### src/rtl/mem_port_arbiter.sv
// Arbitrates the core's single-port instruction/data memory between fetch (IF)
// and load/store (D): D has priority, and a streak guard keeps IF from starving.
module mem_port_arbiter #(
  parameter int ADDR_W     = 32,
  parameter int MEM_LAT    = 1,
  parameter int STREAK_MAX = 4
) (
  input  logic              clk,
  input  logic              rst,
  input  logic              if_req_valid,
  output logic              if_req_ready,
  input  logic [ADDR_W-1:0] if_addr,
  output logic              if_rsp_valid,
  output logic [31:0]       if_rsp_rdata,
  input  logic              d_req_valid,
  output logic              d_req_ready,
  input  logic [ADDR_W-1:0] d_addr,
  input  logic              d_we,
  input  logic [31:0]       d_wdata,
  input  logic [3:0]        d_wstrb,
  output logic              d_rsp_valid,
  output logic [31:0]       d_rsp_rdata,
  output logic              mem_en,
  output logic [3:0]        mem_we,
  output logic [ADDR_W-3:0] mem_addr,
  output logic [31:0]       mem_wdata,
  input  logic [31:0]       mem_rdata
);

  localparam int CNT_W = (MEM_LAT > 1) ? $clog2(MEM_LAT) : 1;
  localparam int STK_W = $clog2(STREAK_MAX + 1);
  localparam logic [CNT_W-1:0] LAST_CNT = CNT_W'(MEM_LAT - 1);
  localparam logic [STK_W-1:0] STK_FULL = STK_W'(STREAK_MAX);

  typedef enum logic {IDLE, BUSY} state_e;

  state_e           state_q;
  logic             owner_d_q;
  logic             we_q;
  logic [CNT_W-1:0] cnt_q;
  logic [STK_W-1:0] streak_q;
  logic [STK_W-1:0] streak_d;

  logic rsp_now, free, gnt_d, gnt_if, hs, rsp_ok;
  logic unused_addr_lo;

  // Grant and accept: a slot opens when idle or when the current access returns now.
  assign rsp_now = (state_q == BUSY) && (cnt_q == LAST_CNT);
  assign free    = (state_q == IDLE) || rsp_now;
  assign gnt_d   = d_req_valid && !(if_req_valid && (streak_q == STK_FULL));
  assign gnt_if  = if_req_valid && !gnt_d;

  assign if_req_ready = !rst && free && gnt_if;
  assign d_req_ready  = !rst && free && gnt_d;
  assign hs           = if_req_ready || d_req_ready;

  assign mem_en    = hs;
  assign mem_addr  = d_req_ready  ? d_addr[ADDR_W-1:2] :
                     if_req_ready ? if_addr[ADDR_W-1:2] : '0;
  assign mem_we    = (d_req_ready && d_we) ? d_wstrb : 4'b0000;
  assign mem_wdata = (d_req_ready && d_we) ? d_wdata : 32'h0;

  // Byte offsets are dropped; alignment is the requester's problem.
  assign unused_addr_lo = ^{if_addr[1:0], d_addr[1:0]};

  // Response: steered to the owner of the access in flight; stores ack with zero data.
  assign rsp_ok       = !rst && rsp_now;
  assign if_rsp_valid = rsp_ok && !owner_d_q;
  assign d_rsp_valid  = rsp_ok && owner_d_q;
  assign if_rsp_rdata = if_rsp_valid ? mem_rdata : 32'h0;
  assign d_rsp_rdata  = (d_rsp_valid && !we_q) ? mem_rdata : 32'h0;

  always_comb begin
    streak_d = streak_q;
    if (d_req_ready) begin
      if (!if_req_valid)              streak_d = '0;
      else if (streak_q != STK_FULL)  streak_d = streak_q + STK_W'(1);
    end else if (if_req_ready) begin
      streak_d = '0;
    end
  end

  // State update
  always_ff @(posedge clk) begin
    if (rst) begin
      state_q   <= IDLE;
      owner_d_q <= 1'b0;
      we_q      <= 1'b0;
      cnt_q     <= '0;
      streak_q  <= '0;
    end else begin
      streak_q <= streak_d;
      if (hs) begin
        state_q   <= BUSY;
        owner_d_q <= d_req_ready;
        we_q      <= d_req_ready && d_we;
        cnt_q     <= '0;
      end else if (rsp_now) begin
        state_q <= IDLE;
        cnt_q   <= '0;
      end else if (state_q == BUSY) begin
        cnt_q <= cnt_q + CNT_W'(1);
      end
    end
  end

endmodule

### config.mk
export PLATFORM = sky130hd
export DESIGN_NAME = mem_port_arbiter
export DESIGN_NICKNAME = d
export VERILOG_FILES = /design/src/rtl/mem_port_arbiter.sv
export SDC_FILE = /design/constraint.sdc
export NUM_CORES = 1
export LEC_CHECK = 0
export BUFFER_PORTS_ARGS = -buffer_cell sky130_fd_sc_hd__buf_2
export CAP_MARGIN = 10
export CORE_AREA = 3 3 103 105
export DETAILED_ROUTE_END_ITERATION = 8
export DIE_AREA = 0 0 106 108
export MAX_ROUTING_LAYER = met4
export PLACE_DENSITY = 0.62
export SETUP_SLACK_MARGIN = 0.02
export SLEW_MARGIN = 20
export SYNTH_ARGS = -nofsm -noshare
export SYNTH_HDL_FRONTEND = slang
export SYNTH_SLANG_ARGS = --single-unit
### constraint.sdc
create_clock -name clk -period 1.82 [get_ports clk]
set_input_delay 0.091 -clock clk [delete_from_list [all_inputs] [get_ports clk]]
set_output_delay 0.091 -clock clk [all_outputs]
set_load 0.1 [all_outputs]
==> run metrics <==
status=completed; met3 wire length=944 um; f_max=555 MHz; CP Cell Sequence=inv_2 -> ha_4 -> nand3_4 -> buf_12 -> and4_4 -> and2_2 -> buf_12; CTS tree=yes; syn_nets=400; Pleak=2.57 nW; worst r2r path cells=7; largest net degree at the start of global routing=34; hold depth=2; top-area cell type share of the netlist area=37.6%; # IOs=272; Post-layout nets=666; Die Span Y=108 um; DP HPWL=9840 um; Seq/Total Area, Yosys=8.43%; core area=9730 um2; synth warn=0; CTS max path bufs=2; vias=3055; Avg Vias per Cell=4.62; Rel. slew slack=64.1%; Critical Path Most Common Cell=buf_12; final core utilization=61.5%; Syn Inst Count=261; Hold WC Path Type=input pin to flip-flop; TritonCTS Buffers=3; WP data arrival=1710 ps; critical path type=flip-flop to primary output; Max IR drop VDD=0.224 mV; GRT Residual Overflow=0; RSZ-0062 raised after global routing=true; most instantiated library cell after synthesis=and2_1; crit share post-route=99.0%; cell area after synthesis=1660 um2; hold-fix buffers at CTS=0; Cells after DPL=642; Avg Cell Area, Syn=6.37 um2; Worst path max stage delay=340 ps; Post-synth EDFFs=0; number of global-route vias before repair=3115; slowest CP cell=dfxtp_2; TritonRoute pass-1 iters=4; worst reg2reg path endpoint=we_q; WL met2=6880 um; Layout area overhead=260%; startpoint of the worst hold path=rst; GP Congestion=0.790; Remaining DRCs=0; Area contributors post-synth=and2_1 (38%), nand3_1 (18%), a21oi_1 (9.6%), dfxtp_1 (8.4%), buf_6 (5.4%); CTS H-Tree Depth=1; CP max FO=9; Tmin final=1800 ps; PwrDens=354 nW/um2; worst-margin pin slew=543 ps; row count=36; hold endpoint=state_q; reg2reg setup slack=400 ps; gr usage total=20.2%; Initial Utilization=17.1%; Final WS setup=19.0 ps; Final Hold Fails=0; Worst setup SP type=flip-flop; Final Skew=1.01 ps; met1 WL=4130 um; Reg-to-Reg Start=streak_q[1]; initial antenna violation count=2; Top FF cell, synth=dfxtp_1; total wire length=12300 um; Slew Viols, Final=0; Layout Cells excl Fill=661; DR iter-0 viols=99; synth cell count leaders=and2_1 (100), nand3_1 (61), a21oi_1 (32), clkbuf_1 (10), buf_2 (9); top layer in use=met4; total power=2.11 mW; Yosys cell types=28; Port-buffer cells=267; DRT antenna net count=0; Seq cells post-synth=7; first-pass GRT wire length=17400 um; Max Cap Viol=0; TritonCTS Sinks=7; Yosys top cell by area=and2_1; post-DR wirelength/cell=18.6 um; crit end category=primary output; placed cell areas=5540 um2; CTS Root Cell=clkbuf_8; design area=5980 um2; Die W=106 um; asr flop ratio synth=0%; Fillers=763; Place WS=124 ps; clock-pin slew on the worst setup and hold paths=40 ps; fraction of layout cells with a size suffix above 1=83.8%; final setup vio count=0; Worst-Skew Late Latency=230 ps; Worst EP required=1730 ps; full die area=11400 um2
-- worst max-delay path: cells and delay by family (launching register included) --
kind / cells / cell delay [ps]
AND/OR/NAND/NOR: 3 / 580
buffers and inverters: 3 / 370
flip-flops: 1 / 340
adder cells (fa/ha/maj): 1 / 170
-- cells in the final DEF (no fill, tap or decap), drive strengths merged --
| cell type | count |
|---|---|
| buf | 283 |
| or3 | 1 |
| nand2b | 1 |
| and2 | 100 |
| a21bo | 1 |
| nand3b | 1 |
| dfxtp | 7 |
| nor2 | 4 |
| a2bb2oi | 1 |
| a21oi | 33 |
| clkbuf | 5 |
| ha | 2 |
| nor4b | 2 |
| nand2 | 4 |
| and4 | 7 |
| and4bb | 1 |
| a21o | 1 |
| nor2b | 3 |
| nand3 | 62 |
| o2bb2ai | 3 |
| inv | 2 |
| diode | 2 |
| o31ai | 2 |
-- final cells by class --
type                    count  area, um2  area share [%]
diodes                      2       5.00          0.0837
clock buffers               4       45.0           0.753
repair buffers            284       3610            60.3
flip-flops and latches      7        145            2.43
well taps                 133        166            2.78
multi-input cells         229       2000            33.5
inverters                   2       7.51           0.126
-- repair_timing --
action                     4_1_cts  5_1_grt
setup endpoints to repair       67       70
gates resized for setup         16       42
pin swaps                        7       24
gates cloned                     5        3
buffers inserted                 2        4
-- sequential cells by signal, indices dropped and copies added, names as in the netlist --
register and count:
we_q 1, owner_d_q 1, state_q 1, cnt_q 1, streak_q 3
-- kinds of logic after synthesis --
group                    Yosys count  share of synthesized area (%)
flip-flops                         7                           8.43
buffers and inverters             31                           11.3
AND/OR/NAND/NOR                  180                           64.6
AO/OA/AOI/OAI                     41                           14.2
adder cells (fa/ha/maj)            2                           1.50
-- worst max-delay path by stage --
stage,cells past startpoint,endpoint,slack [ps],startpoint
after global placement,6,mem_wdata[23],160,streak_q[0]
after CTS,7,mem_wdata[3],20,streak_q[1]
after detailed placement,6,mem_wdata[13],120,streak_q[0]
after global routing,7,mem_we[2],-30,streak_q[0]
final,7,mem_wdata[30],20,streak_q[0]
after floorplan,6,mem_addr[21],-240,streak_q[0]
-- through the flow --
step           TNS [ps]  hold slack (ps)
2_1_floorplan     -2590              291
3_3_place_gp          0              399
3_5_place_dp          0              416
4_1_cts               0              173
5_1_grt            -285              207
6_report              0              194
-- routing by layer --
metal / global-route usage (%) / vias to the layer above
met2: 39.4 / 183
met1: 19.8 / 1428
li1: - / 1426
met5: - / -
met3: 3.28 / 18
met4: 8.05 / 0
-- report_power, final --
group          total (mW)  switching (mW)  internal (mW)  leakage, nW
sequential          0.169         0.00849          0.161       0.0590
combinational        1.73            1.09          0.635         2.49
clock               0.219          0.0672          0.152       0.0228
total                2.11            1.17          0.947         2.57
Power figures use the tool's default switching activity.
